File: src/rtl/id_stage.sv
// RV32I decode stage feeding the ID/EX register, with load-use stall and branch flush.
// Optional RV32M decoding is enabled by defining RV32M_DECODE_EN.
module id_stage #(
    parameter int DATA_WIDTH     = 32,
    parameter int REG_ADDR_WIDTH = 5
) (
    input  logic                      clk,
    input  logic                      rst,
    input  logic [DATA_WIDTH-1:0]     d_instruction_i,
    input  logic [DATA_WIDTH-1:0]     d_pc_i,
    input  logic [DATA_WIDTH-1:0]     d_pc4_i,
    input  logic                      brj_i,
    input  logic                      stall_i,
    output logic                      stall_o,
    output logic [REG_ADDR_WIDTH-1:0] rs1_addr_o,
    output logic [REG_ADDR_WIDTH-1:0] rs2_addr_o,
    output logic                      e_valid_o,
    output logic [DATA_WIDTH-1:0]     e_pc_o,
    output logic [DATA_WIDTH-1:0]     e_pc4_o,
    output logic [REG_ADDR_WIDTH-1:0] e_rs1_o,
    output logic [REG_ADDR_WIDTH-1:0] e_rs2_o,
    output logic [REG_ADDR_WIDTH-1:0] e_rd_o,
    output logic [DATA_WIDTH-1:0]     e_imm_o,
    output logic [3:0]                e_alu_op_o,
    output logic [1:0]                e_op_a_sel_o,
    output logic                      e_alu_src_o,
    output logic                      e_mem_rd_o,
    output logic                      e_mem_wr_o,
    output logic [2:0]                e_mem_size_o,
    output logic                      e_reg_wr_o,
    output logic                      e_branch_o,
    output logic [1:0]                e_jump_o,
    output logic                      e_illegal_o
);

    localparam logic [6:0] OPC_LUI   = 7'b0110111;
    localparam logic [6:0] OPC_AUIPC = 7'b0010111;
    localparam logic [6:0] OPC_JAL   = 7'b1101111;
    localparam logic [6:0] OPC_JALR  = 7'b1100111;
    localparam logic [6:0] OPC_BR    = 7'b1100011;
    localparam logic [6:0] OPC_LD    = 7'b0000011;
    localparam logic [6:0] OPC_ST    = 7'b0100011;
    localparam logic [6:0] OPC_OPI   = 7'b0010011;
    localparam logic [6:0] OPC_OP    = 7'b0110011;
    localparam logic [6:0] OPC_FENCE = 7'b0001111;

    localparam logic [3:0] ALU_ADD  = 4'd0;
    localparam logic [3:0] ALU_SUB  = 4'd1;
    localparam logic [3:0] ALU_SLL  = 4'd2;
    localparam logic [3:0] ALU_SLT  = 4'd3;
    localparam logic [3:0] ALU_SLTU = 4'd4;
    localparam logic [3:0] ALU_XOR  = 4'd5;
    localparam logic [3:0] ALU_SRL  = 4'd6;
    localparam logic [3:0] ALU_SRA  = 4'd7;
    localparam logic [3:0] ALU_OR   = 4'd8;
    localparam logic [3:0] ALU_AND  = 4'd9;

    typedef struct packed {
        logic                      valid;
        logic [DATA_WIDTH-1:0]     pc;
        logic [DATA_WIDTH-1:0]     pc4;
        logic [REG_ADDR_WIDTH-1:0] rs1;
        logic [REG_ADDR_WIDTH-1:0] rs2;
        logic [REG_ADDR_WIDTH-1:0] rd;
        logic [DATA_WIDTH-1:0]     imm;
        logic [3:0]                alu_op;
        logic [1:0]                op_a;
        logic                      alu_src;
        logic                      mem_rd;
        logic                      mem_wr;
        logic [2:0]                mem_size;
        logic                      reg_wr;
        logic                      branch;
        logic [1:0]                jump;
        logic                      illegal;
    } idex_t;

    function automatic logic [3:0] base_alu(
        input logic [2:0] f3,
        input logic       alt
    );
        logic [3:0] op;
        op = ALU_ADD;
        case (f3)
            3'd0:    op = alt ? ALU_SUB : ALU_ADD;
            3'd1:    op = ALU_SLL;
            3'd2:    op = ALU_SLT;
            3'd3:    op = ALU_SLTU;
            3'd4:    op = ALU_XOR;
            3'd5:    op = alt ? ALU_SRA : ALU_SRL;
            3'd6:    op = ALU_OR;
            default: op = ALU_AND;
        endcase
        return op;
    endfunction

    logic [DATA_WIDTH-1:0] w_ins;
    logic [6:0]            w_opc;
    logic [2:0]            w_f3;
    logic [6:0]            w_f7;
    logic [DATA_WIDTH-1:0] w_imm_i;
    logic [DATA_WIDTH-1:0] w_imm_s;
    logic [DATA_WIDTH-1:0] w_imm_b;
    logic [DATA_WIDTH-1:0] w_imm_u;
    logic [DATA_WIDTH-1:0] w_imm_j;
    logic                  w_bad;
    logic                  w_use1;
    logic                  w_use2;
    logic                  w_hz;
    idex_t                 w_dec;
    idex_t                 r_ex;
    logic                  r_kill_q;

    assign w_ins = d_instruction_i;
    assign w_opc = w_ins[6:0];
    assign w_f3  = w_ins[14:12];
    assign w_f7  = w_ins[31:25];

    assign w_imm_i = {{(DATA_WIDTH-11){w_ins[31]}}, w_ins[30:20]};
    assign w_imm_s = {{(DATA_WIDTH-11){w_ins[31]}}, w_ins[30:25],
                      w_ins[11:7]};
    assign w_imm_b = {{(DATA_WIDTH-12){w_ins[31]}}, w_ins[7],
                      w_ins[30:25], w_ins[11:8], 1'b0};
    assign w_imm_u = {w_ins[DATA_WIDTH-1:12], 12'b0};
    assign w_imm_j = {{(DATA_WIDTH-20){w_ins[31]}}, w_ins[19:12],
                      w_ins[20], w_ins[30:21], 1'b0};

    assign rs1_addr_o = w_ins[15 +: REG_ADDR_WIDTH];
    assign rs2_addr_o = w_ins[20 +: REG_ADDR_WIDTH];

    always_comb begin
        w_dec       = '0;
        w_bad       = 1'b0;
        w_dec.valid = 1'b1;
        w_dec.pc    = d_pc_i;
        w_dec.pc4   = d_pc4_i;
        w_dec.rs1   = w_ins[15 +: REG_ADDR_WIDTH];
        w_dec.rs2   = w_ins[20 +: REG_ADDR_WIDTH];
        w_dec.rd    = w_ins[7 +: REG_ADDR_WIDTH];
        if (w_ins[1:0] != 2'b11) begin
            w_bad = 1'b1;
        end else begin
            case (w_opc)
                OPC_LUI: begin
                    w_dec.op_a    = 2'd2;
                    w_dec.alu_src = 1'b1;
                    w_dec.imm     = w_imm_u;
                    w_dec.reg_wr  = 1'b1;
                end
                OPC_AUIPC: begin
                    w_dec.op_a    = 2'd1;
                    w_dec.alu_src = 1'b1;
                    w_dec.imm     = w_imm_u;
                    w_dec.reg_wr  = 1'b1;
                end
                OPC_JAL: begin
                    w_dec.op_a    = 2'd1;
                    w_dec.alu_src = 1'b1;
                    w_dec.imm     = w_imm_j;
                    w_dec.reg_wr  = 1'b1;
                    w_dec.jump    = 2'd1;
                end
                OPC_JALR: begin
                    w_dec.alu_src = 1'b1;
                    w_dec.imm     = w_imm_i;
                    w_dec.reg_wr  = 1'b1;
                    w_dec.jump    = 2'd2;
                end
                OPC_BR: begin
                    w_dec.alu_op   = ALU_SUB;
                    w_dec.imm      = w_imm_b;
                    w_dec.branch   = 1'b1;
                    w_dec.mem_size = w_f3;
                end
                OPC_LD: begin
                    w_dec.alu_src  = 1'b1;
                    w_dec.imm      = w_imm_i;
                    w_dec.mem_rd   = 1'b1;
                    w_dec.mem_size = w_f3;
                    w_dec.reg_wr   = 1'b1;
                end
                OPC_ST: begin
                    w_dec.alu_src  = 1'b1;
                    w_dec.imm      = w_imm_s;
                    w_dec.mem_wr   = 1'b1;
                    w_dec.mem_size = w_f3;
                end
                OPC_OPI: begin
                    w_dec.alu_src = 1'b1;
                    w_dec.imm     = w_imm_i;
                    w_dec.reg_wr  = 1'b1;
                    w_dec.alu_op  = base_alu(w_f3,
                                    (w_f3 == 3'd5) & w_ins[30]);
                    // Shift-immediates carry funct7 in the upper imm bits
                    if (w_f3 == 3'd1 && w_f7 != 7'h00)
                        w_bad = 1'b1;
                    if (w_f3 == 3'd5 && w_f7 != 7'h00 && w_f7 != 7'h20)
                        w_bad = 1'b1;
                end
                OPC_OP: begin
                    w_dec.reg_wr = 1'b1;
                    if (w_f7 == 7'h00) begin
                        w_dec.alu_op = base_alu(w_f3, 1'b0);
                    end else if (w_f7 == 7'h20 &&
                                 (w_f3 == 3'd0 || w_f3 == 3'd5)) begin
                        w_dec.alu_op = base_alu(w_f3, 1'b1);
`ifdef RV32M_DECODE_EN
                    end else if (w_f7 == 7'h01) begin
                        if (w_f3[2])
                            w_dec.alu_op = w_f3[1] ? 4'd15 : 4'd14;
                        else
                            w_dec.alu_op = 4'd10 + {2'b00, w_f3[1:0]};
`endif
                    end else begin
                        w_bad = 1'b1;
                    end
                end
                OPC_FENCE: begin
                end
                default: w_bad = 1'b1;
            endcase
        end
        if (w_bad) begin
            w_dec.imm      = '0;
            w_dec.alu_op   = ALU_ADD;
            w_dec.op_a     = 2'd0;
            w_dec.alu_src  = 1'b0;
            w_dec.mem_rd   = 1'b0;
            w_dec.mem_wr   = 1'b0;
            w_dec.mem_size = 3'd0;
            w_dec.reg_wr   = 1'b0;
            w_dec.branch   = 1'b0;
            w_dec.jump     = 2'd0;
            w_dec.illegal  = 1'b1;
        end
        if (w_dec.rd == '0)
            w_dec.reg_wr = 1'b0;
    end

    assign w_use1 = !(w_opc == OPC_LUI || w_opc == OPC_AUIPC ||
                      w_opc == OPC_JAL);
    assign w_use2 = (w_opc == OPC_OP || w_opc == OPC_ST ||
                     w_opc == OPC_BR);

    assign w_hz = r_ex.valid & r_ex.mem_rd & (r_ex.rd != '0) &
                  ((w_use1 & (r_ex.rd == w_dec.rs1)) |
                   (w_use2 & (r_ex.rd == w_dec.rs2)));

    assign stall_o = w_hz & ~brj_i & ~stall_i;

    // kill_q drops the second wrong-path slot behind a taken branch
    always_ff @(posedge clk) begin
        if (rst) begin
            r_ex     <= '0;
            r_kill_q <= 1'b0;
        end else if (brj_i) begin
            r_ex     <= '0;
            r_kill_q <= 1'b1;
        end else if (!stall_i) begin
            r_kill_q <= 1'b0;
            if (w_hz) begin
                r_ex <= '0;
            end else begin
                r_ex       <= w_dec;
                r_ex.valid <= ~r_kill_q;
            end
        end
    end

    assign e_valid_o    = r_ex.valid;
    assign e_pc_o       = r_ex.pc;
    assign e_pc4_o      = r_ex.pc4;
    assign e_rs1_o      = r_ex.rs1;
    assign e_rs2_o      = r_ex.rs2;
    assign e_rd_o       = r_ex.rd;
    assign e_imm_o      = r_ex.imm;
    assign e_alu_op_o   = r_ex.alu_op;
    assign e_op_a_sel_o = r_ex.op_a;
    assign e_alu_src_o  = r_ex.alu_src;
    assign e_mem_rd_o   = r_ex.mem_rd;
    assign e_mem_wr_o   = r_ex.mem_wr;
    assign e_mem_size_o = r_ex.mem_size;
    assign e_reg_wr_o   = r_ex.reg_wr;
    assign e_branch_o   = r_ex.branch;
    assign e_jump_o     = r_ex.jump;
    assign e_illegal_o  = r_ex.illegal;

endmodule

File: config.mk
export PLATFORM = sky130hd
export DESIGN_NAME = id_stage
export DESIGN_NICKNAME = d
export VERILOG_FILES = /design/src/rtl/id_stage.sv
export SDC_FILE = /design/constraint.sdc
export NUM_CORES = 1
export LEC_CHECK = 0
export BUFFER_PORTS_ARGS = -buffer_cell sky130_fd_sc_hd__buf_2
export CORE_ASPECT_RATIO = 0.6
export CORE_UTILIZATION = 40
export DETAILED_ROUTE_END_ITERATION = 8
export GPL_TIMING_DRIVEN = 0
export HOLD_SLACK_MARGIN = 0.08
export PLACE_DENSITY_LB_ADDON = 0.1
export SYNTH_ARGS = -nofsm -noshare
export SYNTH_HDL_FRONTEND = slang
export SYNTH_SLANG_ARGS = --single-unit
export TNS_END_PERCENT = 20
File: constraint.sdc
create_clock -name clk -period 6.16 [get_ports clk]
set_input_delay 1.848 -clock clk [delete_from_list [all_inputs] [get_ports clk]]
set_output_delay 1.848 -clock clk [all_outputs]
set_load 0.03 [all_outputs]
==> results of run 1 <==
[worst max-delay path, stage by stage]
cell      delay, ns
buf_2          0.15
or3b_4         0.42
a211oi_4       0.53
nor4_2         0.15
nor2_1         0.14
nor3_1         0.05
buf_2          0.17
[flip-flops by register name, summed over array words and instances, names as in the netlist, 2 cells and up]
name,cells
e_alu_op_o,4
e_imm_o,32
e_jump_o,2
e_mem_size_o,3
e_op_a_sel_o,2
e_pc4_o,32
e_pc_o,32
e_rd_o,5
e_rs1_o,5
e_rs2_o,5
[where the power goes]
| part | internal (mW) | switching (mW) |
|---|---|---|
| combinational | 0.0681 | 0.122 |
| clock | 0.726 | 0.403 |
| sequential | 0.859 | 0.0108 |
| total | 1.65 | 0.536 |
[cells by family after synthesis]
family          share of synthesized area
xor+xnor                           0.0178
mux                               0.00203
simple gates                        0.100
compound gates                      0.301
buf+inv                            0.0512
flops                               0.528
[how the worst max path moves through the flow]
stage                             startpoint      end  slack (ns)
after floorplan           d_instruction_i[4]  stall_o        1.05
after global placement    d_instruction_i[4]  stall_o        0.89
after detailed placement  d_instruction_i[4]  stall_o        0.85
after CTS                 d_instruction_i[4]  stall_o        0.86
after global routing      d_instruction_i[4]  stall_o        0.78
final                     d_instruction_i[4]  stall_o        0.85
[metal layers]
metal,part of all wire,global-route usage
met2,0.44,0.392
met4,0.0097,0.0756
met1,0.47,0.343
met5,0,0
met3,0.080,0.0813
[per-stage QoR]
step | util | std cells | hold slack, ns | cell area (um^2) | power, mW
2_1_floorplan | - | 474 | 0.423 | 4930 | 0.993
4_1_cts | 0.600 | 904 | 0.452 | 6980 | 2.20
3_5_place_dp | 0.543 | 872 | 0.439 | 6320 | 1.08
3_3_place_gp | 0.543 | 872 | 0.433 | 6320 | 1.07
5_1_grt | 0.600 | 904 | 0.475 | 6980 | 2.26
6_report | 0.600 | 904 | 0.450 | 6980 | 2.19
[layout make-up]
cell class              instances  area share
well taps                     160      0.0287
clock buffers                  18      0.0615
multi-input cells             295       0.298
clock inverters                14      0.0321
plain buffers                  45      0.0341
flip-flops and latches        130       0.373
repair buffers                238       0.171
inverters                       4     0.00215
[layout by cell type (no fill, tap or decap), drive strengths merged, types with 3 or more instances in the layout]
cell type	count
xor2	5
bufinv	5
a21oi	25
nand3	5
nor2b	5
nand2	48
o21ai	42
buf	255
nor3b	3
o2111ai	3
and3	3
nor2	11
a32o	8
nor4	5
a211oi	3
nor3	7
dfxtp	130
o31ai	3
xnor2	5
clkbuf	46
a22o	86
inv	10
a22oi	5
==> impl_results.md, run 1 <==
* Yosys top cell by area: dfxtp_1
* Pre-CTS setup slack at ~0.85 ns
* Worst EP required at between 4 and 5 ns
* Resized Gates After CTS at 0
* First-pass GRT wire length at about 25,000 um
* Worst r2r path cells at 6
* Routability cong. at 0.894
* Hold buffers post-CTS at 0
* Initial antenna violation count at 0
* Min-delay worst type: reg2reg
* Warnings, synthesis at 0
* Peak VDD IR at 0.170 mV
* Synth top area share at 0.528
* Synth cell count leaders: dfxtp_1, a22o_1, nand2_1
* Rows at 30
* WL final at approximately 16,000 um
* Vias in the first global route at between 4,000 and 5,000
* Worst Skew at 0.00853 ns
* Period Utilization, post-route at 0.862
* Post-synth EDFFs at 0
* Fill cell count at between 1,000 and 1,500
* Clock Latency Late Sink at 0.42 ns
* Core Region at about 12,000 um^2
* Synthesized area per cell at approximately 10 um^2
* Postcts setup bufs at 0
* Register area share after synthesis at 0.528
* Fmax achieved at between 150 and 200 MHz
* Largest cells by area after synthesis: dfxtp_1, a22o_1, o21ai_2
* Outcome: finished, final reports clean
* CTS sink count at 130
* Ports at 240
* Die Width at roughly 150 um
* R2r endpoint: e_rs2_o[1]
* Final setup fails at 0
* Via density at between 5 and 6
* Total track usage at 0.255
* Antenna diode count at 0
* Total negative setup slack at 0 ns
* RSZ-0062 raised after global routing: false
* Hold_sp: e_jump_o[0]
* Synth cell types at between 40 and 50
* Reg2reg start: e_rd_o[1]
* Hold Crit Endpoint: e_jump_o[0]
* Total CTS buffers at 17
* Final hold violation count at 0
* DRC at 0
* Max Slew Vio Count at 0
* Routed length per instance at between 15 and 20 um
* CP Max Fanout at 10
* Routed Antenna Nets at 0
* Layout cell share with drive strength beyond 1 at 0.430
* Die area at 12,800 um^2
* Mapped Area at 4930 um^2
* P&R area growth vs syn at 41.5%
* Area of the multi-input gates at 2080 um^2
* Starting Density at 0.424
* Post-Synthesis Cells at about 470
* Worst setup SP type: input pin
* DP Wirelength at around 12,000 um
* Vias post-DR at between 4,000 and 5,000
* Final #Nets at slightly above 800
* Input/output buffers at approximately 240
* Largest net degree at the start of global routing at 17
* Starting DRT DRC Count at 260
* H-tree depth at 4
* Leak at 3.29 nW
* Post-synthesis register bit count at 130
* Root Buffer: clkbuf_16
* Sequential Area at ~2600 um^2
* Critical setup path kind: in2out
* Synthesized Nets at 574
* Die Span Y at between 80 and 90 um
* Remaining global-route overflow at 0
* Post-route setup slack at roughly 0.85 ns
* Async S/R FF share, synth at 0
* Max Cap Violations at 0
* Slew margin rel. at 0.257
* Minimum clock period at between 5 and 6 ns
* Pwr/cell area at approximately 310 nW/um^2
* Longest Clk Path Bufs at 2
* Ys flop type: dfxtp_1
* CTS tree: built
* Internal reg-to-reg setup slack at between 3 and 4 ns
* Slew @ Worst Pin at between 1 and 1.5 ns
* DRT Pass-1 Iters at 5
* Most numerous cell in the Yosys netlist: dfxtp_1
* Worst Setup End Kind: output pin
* Crit path arrival time at 3.46 ns
* Worst-path clk slew at roughly 0.060 ns
* WHS Path Cells at 2
(Power assumes the default switching activity.)
==> run 2: changes to the inputs <==
- ABC_AREA: default -> 1
==> run 2 against run 1 <==
Compared with the run above:
- fmax is 5.1% lower
- design area is 15% higher
- synthesized area is 21% higher
- synthesized cell count is 76% higher
- register-to-register slack better by 0.65 ns
- total power hardly changed
- flip-flop and latch count stayed put
- count of clock-buffer cells in the layout is 1 higher
- non-clock buffer count is 33 higher
- cell count is 44% higher
- clock skew is 0.00088 ns lower
- clock power is 4% lower
==> impl_results.md, run 2 <==
* Register area share after synthesis at 0.435 (-0.0925)
* Worst setup path startpoint: d_instruction_i[1]
* Placed cells at 1,268 (+45%)
* Mapped Area at 5980 um^2 (+21%)
* Async S/R FF share, synth at 0 (unchanged)
* Critical setup path kind: in2out
* Top Metal Used: met4
* DP Wirelength at 15,600 um (+29%)
* Synthesized area per cell at 7.17 um^2 (-31%)
* CTS sink count at 130 (unchanged)
* Warnings, synthesis at 0 (unchanged)
* Postcts setup bufs at 0 (unchanged)
* Outcome: finished, final reports clean
* Final Non-Filler Cells at 1,299 (+44%)
* Total negative setup slack at 0 ns (unchanged)
* Initial antenna violation count at 0 (unchanged)
* Worst EP required at 4.31 ns (about the same)
* Commonest non-fill, non-tap cell in the layout: buf_2
* Met3 Wirelength at 2280 um (+79%)
* Starting DRT DRC Count at 609 (+130%)
* Largest cells by area after synthesis: dfxtp_1, nand2_1, a21oi_1
* H-tree depth at 4 (unchanged)
* Starting Density at 0.411 (-0.0128)
* Hold_sp: e_imm_o[27]
* Metal-1 WL at 10,100 um (+35%)
* Worst setup SP type: input pin
* Synth top area share at 0.435 (-0.0925)
* Reg2reg start: e_rd_o[1]
* First-pass GRT wire length at 33,200 um (+34%)
* Peak VDD IR at 0.137 mV (-20%)
* Most numerous cell in the Yosys netlist: nand2_1
* Worst Skew at 0.00765 ns (-0.000880 ns)
* RSZ-0062 raised after global routing: false
* Ys flop type: dfxtp_1
* Post-synth EDFFs at 0 (unchanged)
* Worst-path clk slew at 0.06 ns (about the same)
* P&R area growth vs syn at 34.3%
* Clock Latency Late Sink at 0.41 ns (about the same)
* Minimum clock period at 5.60 ns (+0.285 ns)
* Post-Synthesis Cells at 834 (+76%)
* Pwr/cell area at 272 nW/um^2 (-13%)
* Via density at 5.24 (-0.39%)
* Metal2 WL at 8580 um (+23%)
* DRT Pass-1 Iters at 5 (unchanged)
* Ports at 240 (unchanged)
* Rows at 34 (+13%)
* WL final at 21,300 um (+34%)
* Total track usage at 0.274 (+0.0192)
* Max Cap Violations at 0 (unchanged)
* Vias in the first global route at 6,022 (+32%)
* Largest net degree at the start of global routing at 17 (unchanged)
* Min-delay worst type: reg2reg
* Final setup fails at 0 (unchanged)
* Worst Setup End Kind: output pin
* Root Buffer: clkbuf_16
* Slew @ Worst Pin at 0.734 ns (-0.372 ns)
* Yosys top cell by area: dfxtp_1
* Period Utilization, post-route at 0.908 (+0.0463)
* Antenna diode count at 0 (unchanged)
* DRC at 0 (unchanged)
* Longest Clk Path Bufs at 2 (unchanged)
* Die Width at 160 um (+10%)
* Routability cong. at 0.934 (+4.6%)
* Resized Gates After CTS at 0 (unchanged)
* Fmax achieved at 179 MHz (-5.1%)
* Synth cell count leaders: nand2_1, a21oi_1, dfxtp_1
* Crit path arrival time at 3.75 ns (+0.29 ns)
* Layout cell share with drive strength beyond 1 at 0.291 (-0.139)
* Core Region at 14,500 um^2 (+25%)
* Hold buffers post-CTS at 0 (unchanged)
* Input/output buffers at 236 (-0.84%)
* Vias post-DR at 6,813 (+43%)
* Routed Antenna Nets at 0 (unchanged)
* Synth cell types at 29 (-38%)
* Remaining global-route overflow at 0 (unchanged)
* Max Slew Vio Count at 0 (unchanged)
* Most frequent cells in the layout: buf_2, nand2_1, a21oi_1, dfxtp_1, nand3_1
* Final hold violation count at 0 (unchanged)
* Die area at 15,500 um^2 (+21%)
* Die Span Y at 96.7 um (+9.9%)
* CTS tree: built
* Synthesized Nets at 934 (+63%)
* Slew margin rel. at 0.511 (+0.253)
* CP Max Fanout at 10 (unchanged)
* Routed length per instance at 16.4 um (-6.9%)
* Leak at 3.73 nW (+13%)
* Post-synthesis register bit count at 130 (unchanged)
* Total CTS buffers at 17 (unchanged)
* Final #Nets at 1,189 (+43%)
## run 2: changes by cell type after synthesis, sizes merged, moves of 26 or more
cell	previous run	this run
a21oi	25	142
nand3	5	114
inv	4	39
nand4	0	54
nand2	48	204
o21ai	42	16
a22o	86	0
## run 2: path summary, 6_finish.rpt
check                      to  slack, ns  cells past startpoint
setup / recovery      stall_o       0.56                     11
hold reg to reg   e_imm_o[27]       0.46                      2
hold / removal    e_imm_o[27]       0.46                      2
setup reg to reg    e_pc_o[9]       4.23                      9
## run 2: metal layers
layer | global-route usage | up-vias
met5 | 0 | -
met4 | 0.0711 | 0
met3 | 0.0943 | 31
met2 | 0.379 | 331
met1 | 0.400 | 3128
li1 | - | 3323
## run 2: critical path, cell delays in order
cell and delay (ns):
buf_2 0.08, nand2_2 0.12, inv_2 0.08, nand2_1 0.16
a21oi_1 0.38, nand3_1 0.12, nand2_1 0.10, nand2_2 0.17
buf_2 0.28, nor3_1 0.15, buf_2 0.24
## run 2: through the flow
step,power [mW],setup WS (ns),hold WS (ns),instance area [um^2],utilization
global placement,1.12,0.643,0.450,7410,0.509
global route,2.26,0.353,0.474,8030,0.552
CTS,2.20,0.616,0.457,8030,0.552
detailed placement,1.12,0.649,0.449,7410,0.509
finish,2.19,0.564,0.456,8030,0.552
floorplan,1.02,0.911,0.446,5980,-
## run 2: cell families (layout without fill, tap and decap cells)
group                  Yosys count  after routing  synth area share
XOR/XNOR                         6              6           0.00879
AND/OR/NAND/NOR                414            414             0.324
AO/OA/AOI/OAI                  164            164             0.140
buffers and inverters          120            387            0.0923
flip-flops                     130            130             0.435
## run 2: layout make-up
cell class	instances	area [um^2]
fill	1474	6520
timing repair buffer	236	1180
clock buffer	19	443
multi-input combinational	584	2830
tap	198	248
clock inverter	12	181
sequential	130	2600
buffer	80	400
inverter	40	151
## run 2: where the power goes
part           leakage [nW]  switching [mW]  internal (mW)
registers              1.05          0.0101          0.858
logic                  2.37           0.160         0.0749
clock network         0.304           0.395          0.690
==> run 3: changes to the inputs <==
- clock period: 6.16 -> 5.2 ns (I/O delays scaled with it)
==> run 3 against run 2 <==
Compared with the run above:
- clock power grew 19%
- largest cell class unchanged
- flip-flop and latch count is the same
- sequential power grew 19%
==> impl_results.md, run 3 (synthesis results as in run 2) <==
* Hold buffers post-CTS at 0 (unchanged)
* Minimum clock period at between 4 and 5 ns
* Rows at 34 (unchanged)
* Stages on the worst setup path at 11 (unchanged)
* CTS sink count at 130 (unchanged)
* Root Buffer: clkbuf_16
* Die Width at 160 um (unchanged)
* Final #Nets at 1,189 (unchanged)
* DRT Pass-1 Iters at 5 (unchanged)
* Core Region at 14,500 um^2 (unchanged)
* First-pass GRT wire length at 33,200 um (unchanged)
* CTS tree: built
* Fin Hold WS at 0.456 ns (-0.000596 ns)
* Max incr delay on CP at 0.28 ns (-0.10 ns)
* Worst setup SP type: input pin
* Max Cap Violations at 0 (unchanged)
* Clock Latency Late Sink at 0.41 ns (about the same)
* Commonest non-fill, non-tap cell in the layout: buf_2
* Starting Density at 0.411 (unchanged)
* Cell family with most CP delay: simple AND/OR/NAND/NOR gates
* DP Wirelength at 15,600 um (unchanged)
* Die Span Y at 96.7 um (unchanged)
* Total negative setup slack at 0 ns (unchanged)
* Postcts setup bufs at 0 (unchanged)
* Pwr/cell area at 322 nW/um^2 (+18%)
* Crit path cell chain: buf_2 -> nand2_2 -> inv_2 -> nand2_1 -> a21oi_2 -> nand3_1 -> nand2_1 -> nand2_2 -> buf_2 -> nor3_1 -> buf_2
* Die area at 15,500 um^2 (unchanged)
* Slew margin rel. at 0.501 (-0.00964)
* WHS Path Cells at 2 (unchanged)
* Slew @ Worst Pin at 0.748 ns (+0.0145 ns)
* Peak VDD IR at 0.163 mV (+19%)
* Longest Clk Path Bufs at 2 (unchanged)
* Slowest-stage cell, CP: a21oi_2
* Post-DP Area at 7410 um^2 (unchanged)
* Remaining global-route overflow at 0 (unchanged)
* CP Max Fanout at 10 (unchanged)
* Antenna diode count at 0 (unchanged)
* Final hold violation count at 0 (unchanged)
* H-tree depth at 4 (unchanged)
* Worst EP required at 3.64 ns (-0.67 ns)
* Fmax achieved at 204 MHz
* Vias in the first global route at 6,022 (unchanged)
* Largest net degree at the start of global routing at 17 (unchanged)
* Outcome: finished, final reports clean
* Most Frequent Cell on Critical Path: buf_2
* Worst-path clk slew at 0.06 ns (about the same)
* Total CTS buffers at 17 (unchanged)
* Resized Gates After CTS at 0 (unchanged)
* Max Slew Vio Count at 0 (unchanged)
* Initial antenna violation count at 0 (unchanged)
* Vias post-DR at 6,839 (+0.38%)
* Final Cell Area at 8040 um^2 (about the same)
* Final setup fails at 0 (unchanged)
* Final Non-Filler Cells at 1,299 (unchanged)
* Leak at 3.73 nW (about the same)
* Worst Skew at 0.00778 ns (+0.000131 ns)
* Routed length per instance at 16.4 um (about the same)
* Total track usage at 0.274 (unchanged)
* WL final at 21,300 um (about the same)
* Most frequent cells in the layout: buf_2, nand2_1, a21oi_1, dfxtp_1, nand3_1
* Worst Setup End Kind: output pin
* CP bufs+invs at 4 (unchanged)
* Crit path arrival time at 3.34 ns (-0.41 ns)
* Layout cell share with drive strength beyond 1 at 0.292 (+0.000908)
* Via density at 5.26 (+0.38%)
* Starting DRT DRC Count at 612 (+0.49%)
* P&R area growth vs syn at 34.4% (about the same)
* Routed Antenna Nets at 0 (unchanged)
* Placed cells at 1,268 (unchanged)
* Critical setup path kind: in2out
* Fill cell count at 1,474 (unchanged)
* RSZ-0062 raised after global routing: false
* Input/output buffers at 236 (unchanged)
* DRC at 0 (unchanged)
* Period Utilization, post-route at 0.942
* Ports at 240 (unchanged)
* Min-delay worst type: reg2reg
* Routability cong. at 0.934 (unchanged)
* Final Util at 0.552 (about the same)
* Worst r2r path cells at 9 (unchanged)
run 3: worst min-delay path: stages (launching register included):
cell and delay, ns:
dfxtp_1 0.31, nand2_1 0.05, a21oi_1 0.05
run 3: worst paths after layout:
check	slack, ns	to	startpoint
setup / recovery	0.30	stall_o	d_instruction_i[1]
hold / removal	0.46	e_imm_o[27]	e_imm_o[27]
setup reg to reg	3.28	e_pc_o[9]	e_rd_o[1]
hold reg to reg	0.46	e_imm_o[27]	e_imm_o[27]
run 3: routing by layer:
layer,GRT usage,vias up,share of wire,routed length [um]
met1,0.400,3123,0.48,10100
met2,0.379,342,0.40,8470
met4,0.0711,0,0.016,349
met5,0,-,0,0
li1,-,3336,-,-
met3,0.0943,38,0.11,2310
run 3: area by class of cell:
| class | count | area [um^2] | area share |
|---|---|---|---|
| Inverter | 40 | 151 | 0.0188 |
| Multi-Input combinational cell | 584 | 2830 | 0.352 |
| Buffer | 80 | 400 | 0.0498 |
| Tap cell | 198 | 248 | 0.0308 |
| Clock buffer | 19 | 443 | 0.0551 |
| Timing Repair Buffer | 236 | 1180 | 0.147 |
| Sequential cell | 130 | 2600 | 0.324 |
| Clock inverter | 12 | 181 | 0.0226 |
run 3: where the power goes:
part	switching [mW]	leakage, nW	internal, mW
combinational	0.190	2.37	0.0888
clock	0.466	0.304	0.817
sequential	0.0121	1.05	1.02
run 3: stage by stage:
step,worst slack (ns),power (mW)
floorplan,0.527,1.21
global placement,0.259,1.32
detailed placement,0.265,1.32
CTS,0.232,2.60
global route,0.105,2.68
finish,0.301,2.59
